==> src/rtl/i2c_slave_regs_pkg.sv <==
// I2C register target: shared FSM state encodings
// and default address / deglitch-length constants.
package i2c_slave_regs_pkg;

  localparam logic [6:0] SLAVE_ADDR_DEF = 7'h50;
  localparam int         FILT_LEN_DEF   = 4;

  typedef enum logic [2:0] {
    ST_IDLE,
    ST_ADDR,
    ST_ADDR_ACK,
    ST_WR_BYTE,
    ST_WR_ACK,
    ST_RD_BYTE,
    ST_RD_ACK,
    ST_WAIT_STOP
  } state_e;

endpackage

==> src/rtl/i2c_deglitch.sv <==
// Input deglitcher: LEN-stage shift register.
// The output follows d_i only once every stage agrees.
// Ports: clk_i, rst_i (async, active-high), d_i raw
// input, q_o filtered output (resets to 1).
module i2c_deglitch #(
  parameter int LEN = 4
) (
  input  logic clk_i,
  input  logic rst_i,
  input  logic d_i,
  output logic q_o
);

  logic [LEN-1:0] sh_q;
  logic           q_q;

  assign q_o = q_q;

  always_ff @(posedge clk_i or posedge rst_i) begin
    if (rst_i) begin
      sh_q <= '1;
      q_q  <= 1'b1;
    end else begin
      sh_q <= {sh_q[LEN-2:0], d_i};
      if (&sh_q) begin
        q_q <= 1'b1;
      end else if (~|sh_q) begin
        q_q <= 1'b0;
      end
    end
  end

endmodule

==> src/rtl/i2c_slave_regs.sv <==
// I2C target bridging bus transfers to a byte register
// port with an auto-incrementing 8-bit pointer.
// Ports: sys_clock, reset (async, active-high),
// sda_in/scl_in raw pins, sda_oe open-drain pull-down,
// reg_addr/reg_wdata/reg_wr/reg_rd/reg_rdata register
// port, selected (addressed since last START/STOP).
module i2c_slave_regs
  import i2c_slave_regs_pkg::*;
#(
  parameter logic [6:0] SLAVE_ADDR = SLAVE_ADDR_DEF,
  parameter int         FILT_LEN   = FILT_LEN_DEF
) (
  input  logic       sys_clock,
  input  logic       reset,
  input  logic       sda_in,
  input  logic       scl_in,
  output logic       sda_oe,
  output logic [7:0] reg_addr,
  output logic [7:0] reg_wdata,
  output logic       reg_wr,
  output logic       reg_rd,
  input  logic [7:0] reg_rdata,
  output logic       selected
);

  logic sda_f, scl_f;
  logic sda_p_q, scl_p_q;
  logic scl_rise, scl_fall;
  logic start_ev, stop_ev;

  state_e     state_q;
  logic [3:0] bit_q;
  logic [7:0] rx_q, tx_q, ptr_q;
  logic       first_q, rw_q, mack_q;
  logic       load_q, inc_q;
  logic       sda_oe_q, sel_q, wr_q, rd_q;
  logic [7:0] addr_q, wdata_q;

  i2c_deglitch #(.LEN(FILT_LEN)) u_sda_filt (
    .clk_i (sys_clock),
    .rst_i (reset),
    .d_i   (sda_in),
    .q_o   (sda_f)
  );

  i2c_deglitch #(.LEN(FILT_LEN)) u_scl_filt (
    .clk_i (sys_clock),
    .rst_i (reset),
    .d_i   (scl_in),
    .q_o   (scl_f)
  );

  assign scl_rise = scl_f & ~scl_p_q;
  assign scl_fall = ~scl_f & scl_p_q;
  assign start_ev = scl_f & scl_p_q & sda_p_q & ~sda_f;
  assign stop_ev  = scl_f & scl_p_q & ~sda_p_q & sda_f;

  assign sda_oe    = sda_oe_q;
  assign selected  = sel_q;
  assign reg_wr    = wr_q;
  assign reg_rd    = rd_q;
  assign reg_addr  = addr_q;
  assign reg_wdata = wdata_q;

  always_ff @(posedge sys_clock or posedge reset) begin
    if (reset) begin
      state_q  <= ST_IDLE;
      bit_q    <= '0;
      rx_q     <= '0;
      tx_q     <= '0;
      ptr_q    <= '0;
      first_q  <= 1'b0;
      rw_q     <= 1'b0;
      mack_q   <= 1'b0;
      load_q   <= 1'b0;
      inc_q    <= 1'b0;
      sda_oe_q <= 1'b0;
      sel_q    <= 1'b0;
      wr_q     <= 1'b0;
      rd_q     <= 1'b0;
      addr_q   <= '0;
      wdata_q  <= '0;
      sda_p_q  <= 1'b1;
      scl_p_q  <= 1'b1;
    end else begin
      sda_p_q <= sda_f;
      scl_p_q <= scl_f;
      wr_q    <= 1'b0;
      rd_q    <= 1'b0;

      // read data arrives one cycle after the strobe
      if (load_q) begin
        tx_q   <= reg_rdata;
        ptr_q  <= ptr_q + 8'd1;
        load_q <= 1'b0;
      end
      if (inc_q) begin
        ptr_q <= ptr_q + 8'd1;
        inc_q <= 1'b0;
      end

      if (start_ev) begin
        state_q  <= ST_ADDR;
        bit_q    <= '0;
        sda_oe_q <= 1'b0;
        sel_q    <= 1'b0;
        mack_q   <= 1'b0;
      end else if (stop_ev) begin
        state_q  <= ST_IDLE;
        sda_oe_q <= 1'b0;
        sel_q    <= 1'b0;
      end else begin
        unique case (state_q)
          ST_IDLE, ST_WAIT_STOP: begin
            sda_oe_q <= 1'b0;
          end
          ST_ADDR: begin
            if (scl_rise && bit_q < 4'd8) begin
              rx_q  <= {rx_q[6:0], sda_f};
              bit_q <= bit_q + 4'd1;
            end else if (scl_fall && bit_q == 4'd8) begin
              if (rx_q[7:1] == SLAVE_ADDR) begin
                sda_oe_q <= 1'b1;
                sel_q    <= 1'b1;
                rw_q     <= rx_q[0];
                state_q  <= ST_ADDR_ACK;
                if (rx_q[0]) begin
                  rd_q   <= 1'b1;
                  addr_q <= ptr_q;
                  load_q <= 1'b1;
                end
              end else begin
                sda_oe_q <= 1'b0;
                state_q  <= ST_WAIT_STOP;
              end
            end
          end
          ST_ADDR_ACK: begin
            if (scl_fall) begin
              if (rw_q) begin
                // present MSB as the ACK clock ends
                sda_oe_q <= ~tx_q[7];
                tx_q     <= {tx_q[6:0], 1'b0};
                bit_q    <= 4'd1;
                state_q  <= ST_RD_BYTE;
              end else begin
                sda_oe_q <= 1'b0;
                bit_q    <= '0;
                first_q  <= 1'b1;
                state_q  <= ST_WR_BYTE;
              end
            end
          end
          ST_WR_BYTE: begin
            if (scl_rise && bit_q < 4'd8) begin
              rx_q  <= {rx_q[6:0], sda_f};
              bit_q <= bit_q + 4'd1;
            end else if (scl_fall && bit_q == 4'd8) begin
              sda_oe_q <= 1'b1;
              bit_q    <= '0;
              state_q  <= ST_WR_ACK;
              if (first_q) begin
                ptr_q   <= rx_q;
                first_q <= 1'b0;
              end else begin
                wr_q    <= 1'b1;
                addr_q  <= ptr_q;
                wdata_q <= rx_q;
                inc_q   <= 1'b1;
              end
            end
          end
          ST_WR_ACK: begin
            if (scl_fall) begin
              sda_oe_q <= 1'b0;
              state_q  <= ST_WR_BYTE;
            end
          end
          ST_RD_BYTE: begin
            if (scl_fall) begin
              if (bit_q == 4'd8) begin
                sda_oe_q <= 1'b0;
                mack_q   <= 1'b0;
                state_q  <= ST_RD_ACK;
              end else begin
                sda_oe_q <= ~tx_q[7];
                tx_q     <= {tx_q[6:0], 1'b0};
                bit_q    <= bit_q + 4'd1;
              end
            end
          end
          ST_RD_ACK: begin
            if (scl_rise) begin
              if (!sda_f) begin
                rd_q   <= 1'b1;
                addr_q <= ptr_q;
                load_q <= 1'b1;
                mack_q <= 1'b1;
              end else begin
                state_q <= ST_WAIT_STOP;
              end
            end else if (scl_fall && mack_q) begin
              sda_oe_q <= ~tx_q[7];
              tx_q     <= {tx_q[6:0], 1'b0};
              bit_q    <= 4'd1;
              mack_q   <= 1'b0;
              state_q  <= ST_RD_BYTE;
            end
          end
          default: begin
            state_q <= ST_IDLE;
          end
        endcase
      end
    end
  end

endmodule

==> config.mk <==
export PLATFORM = sky130hd
export DESIGN_NAME = i2c_slave_regs
export DESIGN_NICKNAME = d
export VERILOG_FILES = /design/src/rtl/i2c_slave_regs_pkg.sv /design/src/rtl/i2c_deglitch.sv /design/src/rtl/i2c_slave_regs.sv
export SDC_FILE = /design/constraint.sdc
export NUM_CORES = 1
export LEC_CHECK = 0
export CELL_PAD_IN_SITES_DETAIL_PLACEMENT = 0
export CELL_PAD_IN_SITES_GLOBAL_PLACEMENT = 1
export CORE_ASPECT_RATIO = 1.5
export CORE_UTILIZATION = 49
export DETAILED_ROUTE_END_ITERATION = 10
export GPL_ROUTABILITY_DRIVEN = 0
export PLACE_DENSITY = 0.83
export SYNTH_ARGS = -nofsm -noshare
export SYNTH_HDL_FRONTEND = slang
export SYNTH_SLANG_ARGS = --single-unit
export TNS_END_PERCENT = 30
==> constraint.sdc <==
create_clock -name sys_clock -period 3.9 [get_ports sys_clock]
set_input_delay 1.17 -clock sys_clock [delete_from_list [all_inputs] [get_ports sys_clock]]
set_output_delay 1.17 -clock sys_clock [all_outputs]
set_load 0.02 [all_outputs]
; ---- After elaboration in Yosys (flattened, before gate mapping)
; Index checks and enable logic that the tools add are counted.
[word_totals]
rom_bits = 0
ramBits = 0
memories = 0
output_inout_bits = 20
word_cells = 222
ff_bits = 66
inputBits = 12
latch_bits = 0
[classes]
order_cmp = 1
reduce_logical = 28
muxes = 109
bitwise = 16
n_shift = 0
n_eq_ne = 46
add_sub_neg = 2
div_mod_pow = 0
n_mul = 0
[ops]
columns = cell, count
row1 = $mux W8, 26
row2 = $ne A4 B4 Y1 const B, 13
row3 = $mux W1, 50
row4 = $pmux W8 S3, 2
row5 = $mux W3, 15
row6 = $mux W4, 10
row7 = $ne A2 B2 Y1 const B, 12
row8 = $ne A3 B3 Y1 const B, 8
row9 = $pmux W4 S5, 1
row10 = $pmux W3 S6, 1
row11 = $reduce_and A6 Y1, 3
row12 = $reduce_and A9 Y1, 2
row13 = $reduce_and A4 Y1, 4
row14 = $reduce_bool A3 Y1, 5
row15 = $eq A3 B3 Y1 const B, 4
row16 = $reduce_and A12 Y1, 1
row17 = $reduce_and A11 Y1, 1
row18 = $not A1 Y1, 9
row19 = $add A8 B1 Y8 const B, 1
row20 = $reduce_bool A8 Y1, 1
row21 = $reduce_or A4 Y1, 2
row22 = $and A1 B1 Y1, 7
row23 = $eq A7 B7 Y1 const B, 1
row24 = $pmux W1 S7, 1
row25 = 15 further kinds, 22

; ---- Longest topological paths before layout
[depth]
ltp_word = 9
ltp_mapped = 9

; ---- Hierarchy
; From an unflattened synthesis, not the netlist that was laid out.
[hier_totals]
hier_cells = 293
area_unflattened_um2 = 3190.6
[by_module_without_submodules]
columns = module, instances, cells_each, area_per_inst_um2, seq_area_each_um2
row1 = i2c_slave_regs, 1, 275, 2867.8, 1403.8
row2 = i2c_deglitch, 2, 9, 161.4, 131.4

; ---- Least setup slack after synthesis
; OpenSTA, ideal clock, no wires.
[synth_timing]
path_type = register -> register
from = reg rx_q[3]
to = reg addr_q[0], in the netlist reg_addr[0]
path_slack_ps = 1576
stages_incl_launch_ff = 6
n_path_buf = 0
required_time_ps = 3775
arrival_time_ps = 2199
cell_sequence = dfrtp_1 -> or4b_4 -> nor3_4 -> nand4_2 -> a311oi_4 -> mux2_2
[synth_between]
elab_chain_cells = 3
[synth_lines]
columns = element, line
row1 = "start, declared", i2c_slave_regs.sv:33  ; logic [7:0] rx_q, tx_q, ptr_q;
row2 = "start signal, assigned", i2c_slave_regs.sv:119  ; rx_q <= {rx_q[6:0], sda_f};
row3 = "start signal, assigned", i2c_slave_regs.sv:156  ; rx_q <= {rx_q[6:0], sda_f};
row4 = $eq A7 B7 Y1, i2c_slave_regs.sv:122  ; if (rx_q[7:1] == SLAVE_ADDR) begin
row5 = $ne A2 B2 Y1 (no source line), --
row6 = $reduce_and A12 Y1 (no source line), --
row7 = "end signal, assigned", i2c_slave_regs.sv:129  ; addr_q <= ptr_q;
row8 = "end signal, assigned", i2c_slave_regs.sv:167  ; addr_q <= ptr_q;
row9 = "end signal, assigned", i2c_slave_regs.sv:196  ; addr_q <= ptr_q;
row10 = "end, declared", i2c_slave_regs.sv:37  ; logic [7:0] addr_q, wdata_q;
; Every way passes these cells.
; A chain may end at the register's enable or synchronous reset.

; ---- Final worst setup path
[layout_timing]
from = reg rd_q, in the netlist reg_rd
to = out reg_rd
[layout_rtl]
columns = element, line
row1 = "start, declared", i2c_slave_regs.sv:36  ; logic sda_oe_q, sel_q, wr_q, rd_q;
row2 = "start signal, assigned", i2c_slave_regs.sv:80  ; rd_q <= 1'b0;
row3 = "start signal, assigned", i2c_slave_regs.sv:89  ; rd_q <= 1'b0;
row4 = "start signal, assigned", i2c_slave_regs.sv:128  ; rd_q <= 1'b1;
row5 = "end, declared", i2c_slave_regs.sv:21  ; output logic reg_rd,
; No word-level cell between the ends.

==> metrics.yaml <==
route:
  drt_pre_antenna_iters: 4
  initialDrtViolationCount: 238
  detailroute.via_count: 2498
  via_per_inst: 5.95
  routed_wl_um: 7410
  detail_route.wl_per_cell_um: 17.6
  detail_route.drc_violations: 0
  route.antenna.remaining_nets: 0
worst_setup_path:
  timing.critical_path.arrival_ns: 1.79
  critical_path.slowest_cell: "sky130_fd_sc_hd__dfrtp_1"
  end_kind: "output pin"
  timing.critical_path.fanout_max: 13
  critical_path_class: "reg -> out"
  worstPathCellList: "clkdlybuf4s50_1"
  crit_path_start_kind: "flop"
  critical-path-top-delay-family: "flip-flops"
  worstPathBufferInverterCount: 1
  cp_data_required_time_ns: 2.73
  slowest_delay_ns: 0.72
final_layout:
  areaGrowthSynthToFinish_pct: 16.4
  design_area_um2: 3920
  layout_common_cells: "54 x sky130_fd_sc_hd__dfrtp_1, 31 x sky130_fd_sc_hd__clkdlybuf4s50_1, 28 x sky130_fd_sc_hd__o21ai_0, 27 x sky130_fd_sc_hd__mux2_2, 24 x sky130_fd_sc_hd__nand2_1"
  finish.net_count: 354
  drive_gt1_frac: 0.203
  n_antenna_cell: 0
  stdcell_count: 420
  finish.utilization: 0.597
  final_common_cell: "sky130_fd_sc_hd__dfrtp_1"
cts:
  ctsRootBufferMaster: "sky130_fd_sc_hd__clkbuf_8"
  ctsHtreeMaxLevel: 3
  clock_path_buffers: 2
  hold_buffers: 0
  cts_made_buffers: 9
  post_cts_resized: 0
  cts.sinks: 66
  path_clk_slew_ns: 0.07
  clk-insertion-delay-late_ns: 0.35
  postCtsSetupBuffers: 0
  cts_tree: "done"
timing:
  finalHoldViolCount: 0
  setup_violations: 0
  timing.max_slew.rel_slack: 0.418
  max_frequency_mhz: 338
  tns_ns: 0
  timing.final.crit_share: 0.759
  fin_worst_skew_ns: 0.00556
  worst-slew-pin-transition_ns: 0.870
  timing_max_transition_violations_final: 0
  rsz0062_at_grt: "false"
  layout_min_cycle_time_ns: 2.96
hold_path:
  worst_hold_path_class: "reg -> reg"
pwr:
  report.power.total_uw: 2280
  leakagePower_uw: 0.00166
  pwr_density_cell_nw_per_um2: 580
  vdd_ir_drop_max_uv: 320
die:
  die_w_um: 69.7
  fp.coreArea_um2: 6580
  initial_core_util: 0.513
  fp-row-count: 36
  fp.dieH_um: 104
  io_pins: 32
  design.die.area_um2: 7220
placed_design:
  placed_area_um2: 3710
  hpwlAfterDp_um: 5300
  io_buffer_count: 31
  post-place-cells: 404
yosys:
  dominantRegCellSynth: "sky130_fd_sc_hd__dfrtp_1"
  synthesis.nets: 326
  post_synthesis_sequential_area_ratio: 0.494
  ys_warn_count: 0
  post_synth_inst_count: 311
  synth-edff-count: 0
  synth_cell_types: 64
  syn_area_um2: 3370
  synth_seq_cells: 66
  synthArstFlopShare: 1.00
  syn-mean-instance-area_um2: 10.8
global_route:
  grt_start_max_net_pins: 36
  grt_pass1_wl_um: 12600
  track_usage: 0.223
  first_global_vias: 2537
  antenna_violations_before_repair: 0
  globalRoute.totalOverflow: 0
job:
  count_of_maximum_capacitance_violations: 0
run_status:
  run_status: "completed"
-- per-stage QoR --
| stage | setup WS [ns] | hold WS, ns |
|---|---|---|
| CTS | 0.917 | 0.368 |
| detailed placement | 1.32 | 0.358 |
| finish | 0.939 | 0.367 |
| global placement | 1.32 | 0.356 |
| global route | 0.877 | 0.370 |
| floorplan | 1.10 | 0.354 |
-- where the power goes --
part | switching (uW) | internal [uW] | leakage (uW)
Combinational | 354 | 336 | 0.000719
Sequential | 175 | 801 | 0.000837
Clock | 262 | 349 | 0.000106
-- path summary, 6_finish.rpt --
path	start	end	slack (ns)	cells after the start
setup reg to reg	rx_q[3]$_DFFE_PP0P_	reg_addr[1]$_DFFE_PP0P_	1.31	5
min in group asynchronous	reset	tx_q[4]$_DFF_PP0_	1.04	2
hold / removal	u_sda_filt.sh_q[1]$_DFF_PP1_	u_sda_filt.sh_q[2]$_DFF_PP1_	0.37	0
setup / recovery	reg_rd$_DFF_PP0_	reg_rd	0.94	1
hold reg to reg	u_sda_filt.sh_q[1]$_DFF_PP1_	u_sda_filt.sh_q[2]$_DFF_PP1_	0.37	0
max in group asynchronous	reset	rx_q[3]$_DFFE_PP0P_	2.18	3
-- cell families after synthesis --
family,Yosys count,synth area share
AOI/OAI and AO/OA,82,0.164
xor gates and xnor gates,9,0.0234
adders and majority gates,3,0.0111
buffers and inverters,23,0.0349
DFF,66,0.494
muxes,36,0.117
and+or+nand+nor,92,0.155
-- metal layers --
layer	share of wire	GRT usage	wire, um	vias up
met5	0	0	0	-
met4	0.025	0.101	185	0
met3	0.034	0.0447	249	16
met2	0.54	0.383	4000	58
met1	0.40	0.267	2980	1230
li1	-	-	-	1194
-- flip-flops by register name, summed over array words and instances (netlist names), 3 cells and up --
name and cells:
state_q 3, reg_wdata 8, rx_q 8, bit_q 4
u_scl_filt.sh_q 4, reg_addr 8, tx_q 8, u_sda_filt.sh_q 4
ptr_q 8
-- synthesized netlist by cell type, types with 3 or more instances --
cell type	instances	area, um2
sky130_fd_sc_hd__a21oi_1	13	65.1
sky130_fd_sc_hd__a22o_1	4	35.0
sky130_fd_sc_hd__a31oi_1	6	37.5
sky130_fd_sc_hd__buf_1	3	11.3
sky130_fd_sc_hd__clkbuf_1	9	33.8
sky130_fd_sc_hd__dfrtp_1	54	1350
sky130_fd_sc_hd__dfstp_2	12	315
sky130_fd_sc_hd__ha_1	3	37.5
sky130_fd_sc_hd__inv_1	5	18.8
sky130_fd_sc_hd__mux2_2	27	304
sky130_fd_sc_hd__mux2i_1	9	90.1
sky130_fd_sc_hd__nand2_1	24	90.1
sky130_fd_sc_hd__nand2b_1	10	62.6
sky130_fd_sc_hd__nand3_1	4	20.0
sky130_fd_sc_hd__nor2_1	14	52.6
sky130_fd_sc_hd__nor2b_1	8	50.1
sky130_fd_sc_hd__nor3_1	7	35.0
sky130_fd_sc_hd__nor3b_1	3	22.5
sky130_fd_sc_hd__o2111ai_1	3	26.3
sky130_fd_sc_hd__o211ai_1	4	30.0
sky130_fd_sc_hd__o21ai_0	28	140
sky130_fd_sc_hd__or3_1	3	18.8
sky130_fd_sc_hd__xor2_1	7	61.3
-- final cells by class --
class                           count  area, um2
Clock inverter                      3       46.3
Fill cell                         555       2650
Multi-Input combinational cell    222       1590
Sequential cell                    66       1670
Clock buffer                       13        169
Timing Repair Buffer               35        340
Inverter                            5       18.8
Tap cell                           76       95.1
Note: power is estimated with default switching activity, not from simulation.
